--- config.mk ---
export PLATFORM = sky130hd
export DESIGN_NAME = control_loop_sequencer
export DESIGN_NICKNAME = d
export VERILOG_FILES = /design/src/rtl/control_loop_sequencer.sv
export SDC_FILE = /design/constraint.sdc
export NUM_CORES = 1
export LEC_CHECK = 0
export CORE_AREA = 4 4 221 223
export CTS_CLUSTER_SIZE = 14
export DETAILED_ROUTE_END_ITERATION = 10
export DIE_AREA = 0 0 225 227
export HOLD_SLACK_MARGIN = 0.03
export PLACE_DENSITY = 0.57
export SLEW_MARGIN = 20
export SYNTH_ARGS = -nofsm -noshare
export SYNTH_HDL_FRONTEND = slang
export SYNTH_SLANG_ARGS = --single-unit
--- constraint.sdc ---
create_clock -name i_clk -period 13.5 [get_ports i_clk]
set_input_delay 2.025 -clock i_clk [delete_from_list [all_inputs] [get_ports i_clk]]
set_output_delay 2.025 -clock i_clk [all_outputs]
set_load 0.01 [all_outputs]
--- src/rtl/control_loop_sequencer.sv ---
// Initiator side of the control-loop arm/finished handshake: ADC sample -> loop math -> DAC write.
// Keeps the inter-sample cycle count and error/adjust history and saturates adj_val to the DAC.
module control_loop_sequencer #(
    parameter int unsigned CONSTS_WHOLE    = 21,
    parameter int unsigned CONSTS_FRAC     = 43,
    parameter int unsigned ADC_WID         = 18,
    parameter int unsigned DAC_WID         = 20,
    parameter int unsigned CYCLE_COUNT_WID = 18
) (
    input  logic                                i_clk,
    input  logic                                i_rst,
    input  logic                                i_run,
    input  logic [ADC_WID-1:0]                  i_setpt,
    input  logic [CONSTS_WHOLE+CONSTS_FRAC-1:0] i_cl_p,
    input  logic [CONSTS_WHOLE+CONSTS_FRAC-1:0] i_cl_i,
    output logic                                o_adc_arm,
    input  logic                                i_adc_fin,
    input  logic [ADC_WID-1:0]                  i_adc_data,
    output logic                                o_math_arm,
    input  logic                                i_math_finished,
    output logic [ADC_WID-1:0]                  o_math_setpt,
    output logic [ADC_WID-1:0]                  o_math_measured,
    output logic [CONSTS_WHOLE+CONSTS_FRAC-1:0] o_math_cl_p,
    output logic [CONSTS_WHOLE+CONSTS_FRAC-1:0] o_math_cl_i,
    output logic [CYCLE_COUNT_WID-1:0]          o_math_cycles,
    output logic [ADC_WID:0]                    o_math_e_prev,
    output logic [CONSTS_WHOLE+CONSTS_FRAC-1:0] o_math_adjval_prev,
    input  logic [ADC_WID:0]                    i_math_e_cur,
    input  logic [CONSTS_WHOLE+CONSTS_FRAC-1:0] i_math_adj_val,
    output logic                                o_dac_arm,
    input  logic                                i_dac_fin,
    output logic [DAC_WID-1:0]                  o_dac_data,
    output logic                                o_busy,
    output logic [31:0]                         o_iter_count
);

    localparam int unsigned CW    = CONSTS_WHOLE + CONSTS_FRAC;
    localparam int unsigned E_WID = ADC_WID + 1;
    localparam int DacMaxInt = (1 << (DAC_WID - 1)) - 1;
    localparam logic signed [CONSTS_WHOLE-1:0] WholeMax = CONSTS_WHOLE'(DacMaxInt);
    localparam logic signed [CONSTS_WHOLE-1:0] WholeMin = CONSTS_WHOLE'(-DacMaxInt - 1);
    localparam logic [DAC_WID-1:0] DacMax = {1'b0, {(DAC_WID - 1){1'b1}}};
    localparam logic [DAC_WID-1:0] DacMin = {1'b1, {(DAC_WID - 1){1'b0}}};
    localparam logic [CYCLE_COUNT_WID-1:0] CntMax = {1'b0, {(CYCLE_COUNT_WID - 1){1'b1}}};

    typedef enum logic [2:0] {
        StIdle, StAdcWait, StAdcRel, StMathWait, StMathRel, StDacWait, StDacRel
    } state_e;

    state_e                     r_state, w_state_nxt;
    logic                       r_adc_arm, w_adc_arm_nxt;
    logic                       r_math_arm, w_math_arm_nxt;
    logic                       r_dac_arm, w_dac_arm_nxt;
    logic                       r_busy, w_busy_nxt;
    logic                       r_first, w_first_nxt;
    logic [ADC_WID-1:0]         r_setpt, w_setpt_nxt;
    logic [ADC_WID-1:0]         r_measured, w_measured_nxt;
    logic [CW-1:0]              r_cl_p, w_cl_p_nxt;
    logic [CW-1:0]              r_cl_i, w_cl_i_nxt;
    logic [CYCLE_COUNT_WID-1:0] r_cycles, w_cycles_nxt;
    logic [CYCLE_COUNT_WID-1:0] r_cnt, w_cnt_nxt, w_cnt_inc;
    logic [E_WID-1:0]           r_e_prev, w_e_prev_nxt;
    logic [CW-1:0]              r_adjval_prev, w_adjval_prev_nxt;
    logic [DAC_WID-1:0]         r_dac_data, w_dac_data_nxt, w_dac_sat;
    logic [31:0]                r_iter, w_iter_nxt;
    logic signed [CONSTS_WHOLE-1:0] w_whole;

    // Whole part by truncation of the fraction, i.e. floor for negative values.
    assign w_whole   = i_math_adj_val[CW-1:CONSTS_FRAC];
    assign w_dac_sat = (w_whole > WholeMax) ? DacMax :
                       (w_whole < WholeMin) ? DacMin : w_whole[DAC_WID-1:0];
    assign w_cnt_inc = (r_cnt == CntMax) ? r_cnt : r_cnt + CYCLE_COUNT_WID'(1);

    always_comb begin
        w_state_nxt       = r_state;
        w_adc_arm_nxt     = r_adc_arm;
        w_math_arm_nxt    = r_math_arm;
        w_dac_arm_nxt     = r_dac_arm;
        w_first_nxt       = r_first;
        w_setpt_nxt       = r_setpt;
        w_measured_nxt    = r_measured;
        w_cl_p_nxt        = r_cl_p;
        w_cl_i_nxt        = r_cl_i;
        w_cycles_nxt      = r_cycles;
        w_cnt_nxt         = w_cnt_inc;
        w_e_prev_nxt      = r_e_prev;
        w_adjval_prev_nxt = r_adjval_prev;
        w_dac_data_nxt    = r_dac_data;
        w_iter_nxt        = r_iter;
        unique case (r_state)
            StIdle: begin
                w_cnt_nxt         = '0;
                w_e_prev_nxt      = '0;
                w_adjval_prev_nxt = '0;
                w_first_nxt       = 1'b1;
                if (i_run) begin
                    w_adc_arm_nxt = 1'b1;
                    w_state_nxt   = StAdcWait;
                end
            end
            StAdcWait: if (i_adc_fin) begin
                w_measured_nxt = i_adc_data;
                w_setpt_nxt    = i_setpt;
                w_cl_p_nxt     = i_cl_p;
                w_cl_i_nxt     = i_cl_i;
                // No previous sample since IDLE, so there is no interval to report.
                w_cycles_nxt   = r_first ? '0 : w_cnt_inc;
                w_cnt_nxt      = '0;
                w_first_nxt    = 1'b0;
                w_adc_arm_nxt  = 1'b0;
                w_state_nxt    = StAdcRel;
            end
            StAdcRel: if (!i_adc_fin) begin
                w_math_arm_nxt = 1'b1;
                w_state_nxt    = StMathWait;
            end
            StMathWait: if (i_math_finished) begin
                w_e_prev_nxt      = i_math_e_cur;
                w_adjval_prev_nxt = i_math_adj_val;
                w_dac_data_nxt    = w_dac_sat;
                w_math_arm_nxt    = 1'b0;
                w_state_nxt       = StMathRel;
            end
            StMathRel: if (!i_math_finished) begin
                w_dac_arm_nxt = 1'b1;
                w_state_nxt   = StDacWait;
            end
            StDacWait: if (i_dac_fin) begin
                w_dac_arm_nxt = 1'b0;
                w_iter_nxt    = r_iter + 32'd1;
                w_state_nxt   = StDacRel;
            end
            StDacRel: if (!i_dac_fin) begin
                if (i_run) begin
                    w_adc_arm_nxt = 1'b1;
                    w_state_nxt   = StAdcWait;
                end else begin
                    w_state_nxt   = StIdle;
                end
            end
            default: w_state_nxt = StIdle;
        endcase
        w_busy_nxt = (w_state_nxt != StIdle);
    end

    always_ff @(posedge i_clk or posedge i_rst) begin
        if (i_rst) begin
            r_state       <= StIdle;
            r_adc_arm     <= 1'b0;
            r_math_arm    <= 1'b0;
            r_dac_arm     <= 1'b0;
            r_busy        <= 1'b0;
            r_first       <= 1'b1;
            r_setpt       <= '0;
            r_measured    <= '0;
            r_cl_p        <= '0;
            r_cl_i        <= '0;
            r_cycles      <= '0;
            r_cnt         <= '0;
            r_e_prev      <= '0;
            r_adjval_prev <= '0;
            r_dac_data    <= '0;
            r_iter        <= '0;
        end else begin
            r_state       <= w_state_nxt;
            r_adc_arm     <= w_adc_arm_nxt;
            r_math_arm    <= w_math_arm_nxt;
            r_dac_arm     <= w_dac_arm_nxt;
            r_busy        <= w_busy_nxt;
            r_first       <= w_first_nxt;
            r_setpt       <= w_setpt_nxt;
            r_measured    <= w_measured_nxt;
            r_cl_p        <= w_cl_p_nxt;
            r_cl_i        <= w_cl_i_nxt;
            r_cycles      <= w_cycles_nxt;
            r_cnt         <= w_cnt_nxt;
            r_e_prev      <= w_e_prev_nxt;
            r_adjval_prev <= w_adjval_prev_nxt;
            r_dac_data    <= w_dac_data_nxt;
            r_iter        <= w_iter_nxt;
        end
    end

    assign o_adc_arm          = r_adc_arm;
    assign o_math_arm         = r_math_arm;
    assign o_dac_arm          = r_dac_arm;
    assign o_busy             = r_busy;
    assign o_math_setpt       = r_setpt;
    assign o_math_measured    = r_measured;
    assign o_math_cl_p        = r_cl_p;
    assign o_math_cl_i        = r_cl_i;
    assign o_math_cycles      = r_cycles;
    assign o_math_e_prev      = r_e_prev;
    assign o_math_adjval_prev = r_adjval_prev;
    assign o_dac_data         = r_dac_data;
    assign o_iter_count       = r_iter;

endmodule

==> impl_metrics.ini, run 1 <==
[global_route]
grt_max_degree = 152
grt_pass1_wl_mm = 72.0
track_usage_pct = 17.9
grt_overflow = 0
antenna_found_initial = 6
grt_pass1_vias = 12220

[floorplan]
start_util_pct = 29.6
rows = 79
die-height_um = 227
die-width_um = 225
core_um2 = 46600
ios = 574
dieArea_um2 = 51100

[sta]
tightest_slew_ps = 1030
slew_viol_final = 0
hold_viol = 0
setup-tns-final_ps = 0
slew_headroom_pct = 31.3
setup-violations-final = 0
fmax_ghz = 0.207
rsz0062_at_grt = false
post-route-min-period_ps = 4820
finClkSkew_ps = 12.7
period_share_pct = 35.7

[detailed_routing]
detailedRoute.firstPassIterationCount = 7
drt_iter0_drc = 616
wl_per_cell_um = 18.1
ant_nets = 0
drt_wl_total_mm = 48.0
via_per_inst = 4.49
drc_errors = 0
num_vias = 11876

[final_layout]
drive_gt1_share_pct = 5.26
final-instance-count-excl-fill = 2643
fin_nets = 2259
fin_area_um2 = 21500
area_growth_pct = 55.8
final_util_pct = 46.1
n_fill_cell = 4465

[yosys]
synthMuxAreaShare_pct = 1.71
syn_nets = 1715
synthFlopType = dfrtp_1
synth_area_um2 = 13800
syn_avg_cell_area_um2 = 9.43
yosys_warnings = 0
synth-simple-area-share_pct = 23.6
synth_compound_area_share_pct = 5.51
synth-adder-area-share_pct = 1.56
synth-seq-cells = 343
synthMostInstantiatedCell = nand2_1
synth_top_area_cell = dfrtp_1
synth_edf_count = 0
synth_top_area_share_pct = 62.1
ys_top_cells_by_count = nand2_1, dfrtp_1, o21ai_0
synthDistinctLibCells = 46
synth.yosys.seq_area_share_pct = 62.3
synth_xor_area_share_pct = 2.73
synthArstFlopShare_pct = 100
yosys-top-cells-area = dfrtp_1, nand2_1, o21ai_0
synth_top_family_by_area = simple AND/OR/NAND/NOR gates
syn_inst = 1460

[placement]
post-dp-hpwl_mm = 34.9
port_buffers = 573
dpl_cell_area_um2 = 20100
dp.cells = 2569
gp_congestion = 0.838

[clocking]
path_clk_slew_ps = 60
clk_path_buf_depth = 3
root_buffer = clkbuf_16
ctsResizeCount = 0
clock-sinks = 343
clk_latency_ps = 540
cts_tree = yes
cts_max_level = 2
cts_buffers = 40
ctsHoldBuffers = 0
postCtsSetupRepairBufs = 0

[worst_setup_path]
critical_path_class = in2reg
cp.required_ps = 13980
crit_fanout = 88
critPathArrivalTime_ps = 5300
cp-end-kind = flop
critPathLaunchType = input port

[run]
cap_violations = 0

[pwr]
ir_drop_uv = 157
p_leak_nw = 9.77
powerDensity_nw_per_um2 = 216

[hold_path]
min_path_type = reg2reg

[outcome]
status = finished clean
==> layer usage <==
layer	global-route usage (%)	vias to the layer above	share of wire, %	wire length (um)
li1	-	5750	-	-
met1	21.2	5634	39	18700
met2	30.0	416	48	23200
met3	7.30	72	9.9	4750
met4	5.36	4	2.6	1270
met5	0	-	0.063	30
==> state kept, by name, summed over array words and instances, names as in the netlist, 3 cells and up <==
register	count
o_math_cycles	18
r_state	3
r_cnt	18
o_math_cl_p	64
o_math_adjval_prev	64
o_dac_data	20
o_math_e_prev	19
o_math_cl_i	64
o_math_measured	18
o_iter_count	32
o_math_setpt	18
==> final timing paths <==
kind / slack, ps / depth (start not counted) / startpoint / to
max in group asynchronous: 9850 / 3 / i_rst / o_math_measured[4]
min in group asynchronous: 2050 / 2 / i_rst / o_iter_count[10]
hold reg to reg: 470 / 1 / o_iter_count[31] / o_iter_count[31]
setup reg to reg: 10060 / 6 / r_state[0] / o_math_cl_p[37]
setup / recovery: 8680 / 7 / i_adc_fin / o_math_cl_p[37]
hold / removal: 470 / 1 / o_iter_count[31] / o_iter_count[31]
==> power breakdown <==
group	switching (mW)	internal, mW
clock network	0.442	0.699
logic	0.926	0.917
registers	0.240	1.42
total	1.61	3.04
==> layout by cell type, fill, tap and decap left out, types with 4 or more instances in the layout <==
cell type        synthesis  layout
o21ai_0                 95      95
clkbuf_8                 0       5
xnor2_1                 27      27
clkdlybuf4s50_1          0     573
maj3_1                  19      19
and4_1                   7       7
dfrtp_1                342     342
and3_1                   7       7
xor2_1                  16      16
inv_1                    8       7
nand4_1                 17      17
buf_4                    1       9
clkbuf_1                75       5
a21o_1                  10      10
nor2_1                  20      20
nand3_1                 16      15
a21oi_1                 21      21
clkbuf_16                0      41
mux2_2                  20      20
nor4_1                   4       4
nor3_1                   5       4
o31ai_1                  4       4
nand2_1                700     700
clkinv_2                 0      11
and2_1                  10       9
bufinv_16                0       6
==> layout make-up <==
class | count | area, um^2 | share of cell area [%]
Timing Repair Buffer | 583 | 5820 | 27.1
Sequential cell | 343 | 8580 | 40.0
Inverter | 8 | 37.5 | 0.175
Clock inverter | 21 | 268 | 1.25
Tap cell | 607 | 759 | 3.54
Antenna cell | 2 | 5.00 | 0.0233
Clock buffer | 51 | 1110 | 5.19
Multi-Input combinational cell | 1028 | 4870 | 22.7
==> stage by stage <==
stage	hold slack (ps)	worst slack (ps)	power [mW]
floorplan	473	1970	2.42
global placement	457	8210	3.52
detailed placement	461	8170	3.54
CTS	474	8740	4.72
global route	489	8450	4.95
finish	468	8680	4.65
==> cell families after synthesis <==
| family | count (synthesis) |
|---|---|
| DFF | 343 |
| and+or+nand+nor | 804 |
| AOI/OAI and AO/OA | 139 |
| adders and majority gates | 21 |
| muxes | 21 |
| xor gates and xnor gates | 43 |
| buffers and inverters | 89 |
==> critical path, cell delays in order <==
cell	delay (ps)
clkdlybuf4s50_1	640
nand2_1	120
nor3_2	600
buf_4	790
buf_4	720
nand2_1	150
nand2_1	90
Note: power is estimated with default switching activity, not from simulation.
==> run 2: changes to the inputs <==
==> constraint.sdc (replaced) <==
create_clock -name i_clk -period 4.68 [get_ports i_clk]
set_input_delay 0.702 -clock i_clk [delete_from_list [all_inputs] [get_ports i_clk]]
set_output_delay 0.702 -clock i_clk [all_outputs]
set_load 0.01 [all_outputs]
==> impl_metrics.ini, run 2 (synthesis gave the netlist of run 1 again) <==
[worst_setup_path]
path_cells = nor2b_1 -> and2_2 -> buf_4 -> nand2_1 -> o21ai_0
cp-end-kind = flop
cp.required_ps = 5130
critPathLaunchType = flop
slowest_delay_ps = 660
crit_fanout = 35
critical_path.slowest_cell = dfrtp_1
critPathArrivalTime_ps = 2930
r2r-start = r_state[1]
crit-reg2reg-capture = o_math_adjval_prev[24]
critPathBufInv = 1
critical_path_class = reg2reg
critPathTopFamily = simple AND/OR/NAND/NOR gates
r2r_cells = 5
reg2reg_slack_ps = 2200

[clocking]
cts_tree = yes
clk_latency_ps = 540
path_clk_slew_ps = 60
ctsResizeCount = 0
postCtsSetupRepairBufs = 0
clock-sinks = 343
cts_buffers = 41
root_buffer = clkbuf_16
clk_path_buf_depth = 3
cts_max_level = 2
ctsHoldBuffers = 0

[global_route]
grt_overflow = 0
grt_max_degree = 166
antenna_found_initial = 4
grt_pass1_wl_mm = 72.8
grt_pass1_vias = 12200
track_usage_pct = 18.2

[floorplan]
rows = 79
start_util_pct = 29.6
die-height_um = 227
ios = 574
core_um2 = 46600
die-width_um = 225
dieArea_um2 = 51100

[sta]
slew_viol_final = 0
slew_headroom_pct = 34.8
rsz0062_at_grt = false
finClkSkew_ps = 7.79
tightest_slew_ps = 975
setup-violations-final = 0
period_share_pct = 52.9
hold_viol = 0
fmax_ghz = 0.404
post-route-min-period_ps = 2480

[placement]
gp_congestion = 0.805
dp.cells = 2574
post-dp-hpwl_mm = 35.1
port_buffers = 573

[outcome]
status = finished clean

[final_layout]
drive_gt1_share_pct = 5.06
mostFrequentLayoutCells = nand2_1, clkdlybuf4s50_1, dfrtp_1
n_fill_cell = 4469
area_growth_pct = 56.0
fin_nets = 2265
final_common_cell = nand2_1
final_util_pct = 46.1
final-instance-count-excl-fill = 2642

[detailed_routing]
via_per_inst = 4.51
drt_iter0_drc = 637
detailedRoute.firstPassIterationCount = 4
drc_errors = 0
ant_nets = 0
drt_wl_total_mm = 48.2
num_vias = 11910
wl_per_cell_um = 18.3

[run]
cap_violations = 0

[pwr]
sequentialPowerShare_pct = 36.2
p_int_mw = 8.68
swShare_pct = 34.6
power_switching_mw = 4.60
powerDensity_nw_per_um2 = 618
ir_drop_uv = 363
power_frac_comb_pct = 40.2
clkPwrFrac_pct = 23.7
p_leak_nw = 9.78

[hold_path]
hold_depth = 2
min-delay-start = o_math_cl_p[45]
min_path_type = reg2reg
whs_endpoint = o_math_cl_p[45]
==> run 2: changes by cell type in the layout (fill, tap and decap cells not counted), moves of 2 or more <==
| cell | delta |
|---|---|
| clkbuf_1 | +4 |
| clkinv_2 | -6 |
| clkbuf_16 | +2 |
| bufinv_16 | -3 |
| buf_12 | +5 |
==> run 2: layer usage <==
layer	wire length [um]	part of all wire (%)	GRT usage, %	vias up
met5	40	0.083	0	-
met4	1580	3.3	6.60	6
met3	4670	9.7	7.08	89
met2	23100	48	29.8	442
met1	18900	39	21.9	5605
li1	-	-	-	5768
==> run 2: area by class of cell <==
cell class | instances | area, um^2 | share of cell area (%)
diodes | 1 | 2.50 | 0.0116
clock buffers | 57 | 1180 | 5.49
clock inverters | 10 | 133 | 0.617
inverters | 8 | 33.8 | 0.157
multi-input cells | 1028 | 4870 | 22.7
flip-flops and latches | 343 | 8580 | 40.0
well taps | 607 | 759 | 3.54
repair buffers | 588 | 5920 | 27.6
==> run 2: tightest hold or removal path, stage by stage (launching register included) <==
cell and delay (ps):
dfrtp_1 340, nand2_1 50, nand2_1 50
==> run 2: how the worst max path moves through the flow <==
stage	startpoint	endpoint	slack [ps]	cells after the start
6_report	r_state[1]	o_math_adjval_prev[24]	2200	5
3_5_place_dp	i_math_finished	o_math_e_prev[14]	1720	6
5_1_grt	r_state[1]	o_math_adjval_prev[24]	2010	5
4_1_cts	r_state[1]	o_math_adjval_prev[24]	2170	5
3_3_place_gp	i_math_finished	o_math_e_prev[11]	1770	6
2_1_floorplan	i_rst	o_adc_arm	-610	1
==> run 2: through the flow <==
stage	setup TNS [ps]	setup slack (ps)	cell area [um^2]	hold slack, ps	power [mW]
floorplan	-208510	-610	13800	473	6.98
global placement	0	1770	20200	456	10.2
detailed placement	0	1720	20200	461	10.3
CTS	0	2170	21500	474	13.5
global route	0	2010	21500	487	14.2
finish	0	2200	21500	471	13.3
==> run 2: power groups by stage <==
stage / Sequential, mW / Combinational, mW / Clock [mW]
2_1_floorplan: 5.24 / 1.74 / 0
3_3_place_gp: 4.80 / 5.38 / 0
3_5_place_dp: 4.83 / 5.42 / 0
4_1_cts: 4.81 / 5.43 / 3.27
5_1_grt: 4.97 / 5.83 / 3.38
6_report: 4.80 / 5.33 / 3.15
